**src/rtl/syslatch_seq_if.sv**
```systemverilog
// Command/handshake bundle between the 68K decode, the host port and the latch sequencer.
interface syslatch_seq_if;
   logic       CPU_WR;
   logic [3:0] CPU_ADDR;
   logic       HOST_REQ;
   logic [7:0] HOST_DATA;
   logic       HOST_ACK;
   logic [3:0] LATCH_ADDR;
   logic       nBITW1;
   logic       BUSY;
   logic [7:0] LATCH_STATE;

   modport master (
      output CPU_WR, CPU_ADDR, HOST_REQ, HOST_DATA,
      input  HOST_ACK, LATCH_ADDR, nBITW1, BUSY, LATCH_STATE
   );

   modport slave (
      input  CPU_WR, CPU_ADDR, HOST_REQ, HOST_DATA,
      output HOST_ACK, LATCH_ADDR, nBITW1, BUSY, LATCH_STATE
   );
endinterface

```
**src/rtl/syslatch_seq.sv**
```systemverilog
// System latch sequencer: arbitrates 68K single-bit writes against boot/host image loads
// and mirrors the latch contents for readback.
module syslatch_seq #(
   parameter logic [7:0] BOOT_IMAGE = 8'h00,
   parameter bit         BOOT_APPLY = 1'b1
) (
   input logic           CLK,
   input logic           RESET,
   input logic           CLK_EN_68K_P,
   syslatch_seq_if.slave bus
);

   typedef enum logic [1:0] {StBoot, StIdle, StHost} state_e;

   localparam state_e ResetState = BOOT_APPLY ? StBoot : StIdle;

   state_e     state_q, state_d;
   logic [3:0] idx_q, idx_d;
   logic [7:0] img_q, img_d;
   logic       armed_q, armed_d;
   logic [3:0] addr_q, addr_d;
   logic       nbitw_q, nbitw_d;
   logic       busy_q, busy_d;
   logic [7:0] mirror_q, mirror_d;
   logic       ack_q, ack_d;

   logic seq_step;
   logic accept;
   logic last_bit;

   // CPU commands always win the tick; the sequence only advances on CPU-free ticks.
   assign seq_step = CLK_EN_68K_P && !bus.CPU_WR && (state_q != StIdle);
   assign accept   = CLK_EN_68K_P && !bus.CPU_WR && (state_q == StIdle) &&
                     bus.HOST_REQ && armed_q;
   assign last_bit = (idx_q == 4'd7);

   always_ff @(posedge CLK or posedge RESET) begin
      if (RESET) begin
         state_q <= ResetState;
      end else begin
         state_q <= state_d;
      end
   end

   always_comb begin
      state_d = state_q;
      if (seq_step && last_bit) begin
         state_d = StIdle;
      end else if (accept) begin
         state_d = StHost;
      end
   end

   always_comb begin
      idx_d    = idx_q;
      img_d    = img_q;
      armed_d  = armed_q;
      addr_d   = addr_q;
      nbitw_d  = nbitw_q;
      busy_d   = busy_q;
      mirror_d = mirror_q;
      ack_d    = 1'b0;
      if (CLK_EN_68K_P) begin
         busy_d  = (state_q != StIdle);
         nbitw_d = 1'b1;
         if (!bus.HOST_REQ) begin
            armed_d = 1'b1;
         end
         if (bus.CPU_WR) begin
            addr_d  = bus.CPU_ADDR;
            nbitw_d = 1'b0;
         end else if (seq_step) begin
            addr_d  = {img_q[idx_q[2:0]], idx_q[2:0]};
            nbitw_d = 1'b0;
            idx_d   = last_bit ? 4'd0 : idx_q + 4'd1;
            ack_d   = (state_q == StHost) && last_bit;
         end else if (accept) begin
            img_d   = bus.HOST_DATA;
            idx_d   = 4'd0;
            armed_d = 1'b0;
         end
         if (!nbitw_d) begin
            mirror_d[addr_d[2:0]] = addr_d[3];
         end
      end
   end

   always_ff @(posedge CLK or posedge RESET) begin
      if (RESET) begin
         idx_q    <= 4'd0;
         img_q    <= BOOT_IMAGE;
         armed_q  <= 1'b1;
         addr_q   <= 4'd0;
         nbitw_q  <= 1'b1;
         busy_q   <= BOOT_APPLY;
         mirror_q <= 8'h00;
         ack_q    <= 1'b0;
      end else begin
         idx_q    <= idx_d;
         img_q    <= img_d;
         armed_q  <= armed_d;
         addr_q   <= addr_d;
         nbitw_q  <= nbitw_d;
         busy_q   <= busy_d;
         mirror_q <= mirror_d;
         ack_q    <= ack_d;
      end
   end

   assign bus.LATCH_ADDR  = addr_q;
   assign bus.nBITW1      = nbitw_q;
   assign bus.BUSY        = busy_q;
   assign bus.LATCH_STATE = mirror_q;
   assign bus.HOST_ACK    = ack_q;

endmodule

```
**src/flat_wrapper.sv**
```systemverilog
// flat-port wrapper written by rule: the top's interface ports become plain ports
module syslatch_seq_flat 
#(
   parameter logic [7:0] BOOT_IMAGE = 8'h00,
   parameter bit         BOOT_APPLY = 1'b1
)
  (CLK, RESET, CLK_EN_68K_P, bus_CPU_WR, bus_CPU_ADDR, bus_HOST_REQ, bus_HOST_DATA, bus_HOST_ACK, bus_LATCH_ADDR, bus_nBITW1, bus_BUSY, bus_LATCH_STATE);
  syslatch_seq_if bus_i ();
  input logic CLK;
  input logic RESET;
  input logic CLK_EN_68K_P;
  input wire logic [$bits(bus_i.CPU_WR)-1:0] bus_CPU_WR;
  input wire logic [$bits(bus_i.CPU_ADDR)-1:0] bus_CPU_ADDR;
  input wire logic [$bits(bus_i.HOST_REQ)-1:0] bus_HOST_REQ;
  input wire logic [$bits(bus_i.HOST_DATA)-1:0] bus_HOST_DATA;
  output wire logic [$bits(bus_i.HOST_ACK)-1:0] bus_HOST_ACK;
  output wire logic [$bits(bus_i.LATCH_ADDR)-1:0] bus_LATCH_ADDR;
  output wire logic [$bits(bus_i.nBITW1)-1:0] bus_nBITW1;
  output wire logic [$bits(bus_i.BUSY)-1:0] bus_BUSY;
  output wire logic [$bits(bus_i.LATCH_STATE)-1:0] bus_LATCH_STATE;
  assign bus_i.CPU_WR = bus_CPU_WR;
  assign bus_i.CPU_ADDR = bus_CPU_ADDR;
  assign bus_i.HOST_REQ = bus_HOST_REQ;
  assign bus_i.HOST_DATA = bus_HOST_DATA;
  assign bus_HOST_ACK = bus_i.HOST_ACK;
  assign bus_LATCH_ADDR = bus_i.LATCH_ADDR;
  assign bus_nBITW1 = bus_i.nBITW1;
  assign bus_BUSY = bus_i.BUSY;
  assign bus_LATCH_STATE = bus_i.LATCH_STATE;
  syslatch_seq #(.BOOT_IMAGE(BOOT_IMAGE), .BOOT_APPLY(BOOT_APPLY)) u_core (.CLK(CLK), .RESET(RESET), .CLK_EN_68K_P(CLK_EN_68K_P), .bus(bus_i));
endmodule
```
**config.mk**
```make
export PLATFORM = sky130hd
export DESIGN_NAME = syslatch_seq_flat
export DESIGN_NICKNAME = d
export VERILOG_FILES = /design/src/rtl/syslatch_seq_if.sv /design/src/rtl/syslatch_seq.sv /design/src/flat_wrapper.sv
export SDC_FILE = /design/constraint.sdc
export NUM_CORES = 1
export LEC_CHECK = 0
export CORE_ASPECT_RATIO = 1.1
export CORE_MARGIN = 2
export CORE_UTILIZATION = 49
export DETAILED_ROUTE_END_ITERATION = 7
export HOLD_SLACK_MARGIN = 0.05
export PLACE_DENSITY = 0.75
export SLEW_MARGIN = 15
export SYNTH_ARGS = -nofsm -noshare
export SYNTH_HDL_FRONTEND = slang
export SYNTH_SLANG_ARGS = --single-unit
```
**constraint.sdc**
```tcl
create_clock -name CLK -period 2.01 [get_ports CLK]
set_input_delay 0.402 -clock CLK [delete_from_list [all_inputs] [get_ports CLK]]
set_output_delay 0.402 -clock CLK [all_outputs]
set_load 0.02 [all_outputs]
```
==> qor_table.md <==
| Metric | Value |
| --- | --- |
| Status | complete, no violations |
| Final antenna-violating net count | 0 |
| Met2 track demand over resource | 42.08% |
| Root Driver | clkbuf_4 |
| Total power consumption of the routed design | 2.722 mW |
| Number of synthesized flops with an enable pin | 0 |
| Worst ir drop on vdd | 0.7146 mV |
| Summed area of non-filler cells in the final layout | 2153 µm² |
| Power density relative to cell area | 1264 nW/µm² |
| Worst-margin pin slew | 0.4434 ns |
| Count of cells along the worst register-to-register path | 5 |
| Number of max-slew violations in the final report | 0 |
| Starting density of the core | 52.22% |
| Hold Vio Cnt, Final | 0 |
| Critical path startpoint category | flip-flop |
| GPL Wtd Cong | 0.8518 |
| Net count, final | 200 |
| Worst reg2reg path startpoint | u_core.state_q[1]$_DFFE_PP0P_ |
| Worst slew margin relative to its limit | 70.38% |
| Clock latency reported for the late side of the worst-skew pair | 0.33 ns |
| Mapped Nets | 152 |
| CP endpoint kind | flip-flop |
| Post-Synthesis Cells | 134 |
| Via count of the first global-routing pass | 1384 |
| Setup Viol. Count Final | 0 |
| Setup_tns | 0 ns |
| Global Route Usage Sum | 23.18% |
| CTS tree | done |
| Sum of overflow across all layers after global routing | 0 |
| Post-DP HPWL | 2852 µm |
| Maximum buffer depth of the clock tree | 2 |
| Pin count of the biggest net entering global routing | 31 |
| Cell area after placement | 2088 µm² |
| Worst reg2reg path endpoint | u_core.bus.LATCH_STATE[0]$_DFFE_PP0P_ |
| Number of H-tree levels | 2 |
| Global-route wire length before repair | 6479 µm |
| Met3 usage in global routing | 5.389% |
| Vias per Instance | 5.866 |
| CP max FO | 10 |
| Unrepaired setup endpoints after global routing | false |
| Cell taking the most area after synthesis | dfrtp_1 |
| Row Count | 21 |
| Tightest Hold Check Type | in -> async |
| Number of diodes added for antenna fixing | 0 |
| Number of design-rule violations left by the first detailed-router iteration | 78 |
| Area Growth Syn to Fin | 31.88% |
| Floorplan die width | 59.04 µm |
| Standard cell core area | 3127 µm² |
| Seq cells post-synth | 30 |
| Proportion of layout cells with a drive suffix above 1 | 26.23% |
| Post-Syn Area | 1633 µm² |
| Max Clk Rate | 523.9 MHz |
| Reg2reg setup slack | 0.10 ns |
| CP required | 2.23 ns |
| Share of flip-flops with an asynchronous set or reset after synthesis | 100.0% |
| Clock-pin transition on the worst setup and hold timing paths | 0.09 ns |
| Leakage power total | 0.8998 nW |
| Via count of the routed design | 1273 |
| WL/cell | 17.43 µm |
| Distinct cell type count after synthesis | 42 |
| Portion of the post-synthesis area used by sequential elements | 46.21% |
| Tmin final | 1.909 ns |
| Top Usage Layer GRT | met2 |
| Max-cap viol count | 0 |
| Aggregate routed wire length | 3782 µm |
| Hold bufs inserted after CTS | 0 |
| Number of clock sinks | 30 |
| Launch point of the critical path | u_core.state_q[1]$_DFFE_PP0P_ |
| Worst-case clock skew | 0.008114 ns |
| Port Buffer Count | 31 |
| I/O pin total | 32 |
| Arrival time of the worst setup path | 2.13 ns |
| Area enclosed by the die boundary | 3811 µm² |
| Initial antenna violation count | 0 |
| Number of remaining DRC errors | 0 |
| Crit share post-route | 94.96% |
| Cells taking the most area after synthesis | dfrtp_1 41%, mux2_2 7.6%, dfstp_2 4.8% |
| Area share of the largest cell type after synthesis | 41.38% |
| Post-Route Hold Slack | 0.4470 ns |
| Predominant post-synthesis flop cell | dfrtp_1 |
| Warnings, synthesis | 0 |
| Kind of critical path | reg -> reg |
| Final core utilization | 68.87% |
| Avg Synthesized Cell Area | 12.19 µm² |
| Die outline height | 64.55 µm |
| Number of optimization iterations in the first detailed-route pass | 4 |
| Grt met1 use | 25.03% |
| Clock buffer count from CTS | 5 |
## Yosys cell counts (all sizes together), types with 3 or more instances
library cell,instances
dfstp,3
o21ai,8
inv,5
nand2,9
nor2,5
o311ai,8
mux2,17
a2111oi,4
buf,8
dfrtp,27
nor4b,3
a22o,3
a21oi,3
nand2b,5
## what timing repair did
| action | in CTS | in global routing |
|---|---|---|
| endpoints found under the hold margin | 0 | 0 |
| endpoints found under the setup margin | 0 | 1 |
| setup buffers | 0 | 0 |
| gates resized for setup | 0 | 1 |
## state kept, by name, summed over array words and instances (netlist names)
| register | cells |
|---|---|
| u_core.state_q | 2 |
| u_core.idx_q | 4 |
| u_core.bus.BUSY | 1 |
| u_core.bus.LATCH_ADDR | 4 |
| u_core.bus.HOST_ACK | 1 |
| u_core.img_q | 8 |
| u_core.armed_q | 1 |
| u_core.bus.nBITW1 | 1 |
| u_core.bus.LATCH_STATE | 8 |
## cell usage in the layout (no fill, tap or decap), drive strengths merged, types with 2 or more instances in the layout
master         instances
inv                    5
mux2                  17
a21oi                  3
o21ai                  8
nor2b                  2
and3                   2
nor2                   5
nor3b                  2
nor4b                  3
mux4                   2
o311ai                 8
nand2b                 5
a2111oi                4
o22ai                  2
buf                   18
dfstp                  3
nand2                  9
a22o                   3
clkbuf                 8
clkdlybuf4s50         31
dfrtp                 27
mux2i                  2
## kinds of logic (layout without fill, tap and decap cells)
logic type / count (synthesis) / count (layout) / share of synthesized area [%]
and+or+nand+nor: 35 / 35 / 13.41
AOI/OAI and AO/OA: 34 / 34 / 19.00
DFF: 30 / 30 / 46.21
muxes: 21 / 21 / 15.94
buffers and inverters: 13 / 62 / 4.674
adders and majority gates: 1 / 1 / 0.7662
## per-stage QoR
| step | cells | worst slack (ns) |
|---|---|---|
| finish | 217 | 0.1012 |
| global route | 217 | 0.01574 |
| CTS | 217 | 0.04253 |
| detailed placement | 209 | -0.2866 |
| global placement | 209 | -0.2415 |
| floorplan | 134 | 0.3556 |
## per-layer routing
metal / wire length, µm / vias to the layer above
li1: - / 602
met1: 1442 / 620
met2: 2097 / 43
met3: 151 / 8
met4: 91 / 0
met5: 0 / -
## power by group
| group | switching (mW) | internal (mW) |
|---|---|---|
| Combinational | 0.640 | 0.653 |
| Clock | 0.197 | 0.172 |
| Sequential | 0.184 | 0.876 |
| Total | 1.02 | 1.70 |
## worst max-delay path: stages (launching register included)
cell and delay [ns]:
dfrtp_1 0.40, nand2b_1 0.18, buf_4 0.20, a2111oi_2 0.51, o311ai_1 0.17, mux2_1 0.34
## worst max-delay path by stage
stage | endpoint | slack (ns) | cells past startpoint
after floorplan | u_core.bus.LATCH_STATE[0]$_DFFE_PP0P_ | 0.36 | 4
after global placement | u_core.bus.LATCH_STATE[6]$_DFFE_PP0P_ | -0.24 | 5
after detailed placement | u_core.bus.LATCH_STATE[6]$_DFFE_PP0P_ | -0.29 | 5
after CTS | u_core.bus.LATCH_STATE[6]$_DFFE_PP0P_ | 0.04 | 5
after global routing | u_core.bus.LATCH_STATE[0]$_DFFE_PP0P_ | 0.02 | 5
final | u_core.bus.LATCH_STATE[0]$_DFFE_PP0P_ | 0.10 | 5
## area by class of cell
type                    instances  area [µm²]
clock buffers                   8       58.81
fillers                       250       973.4
inverters                       5       18.77
multi-input cells              91       808.3
flip-flops and latches         30       754.5
well taps                      34       42.54
repair buffers                 49       470.5
Note: power is estimated with default switching activity, not from simulation.
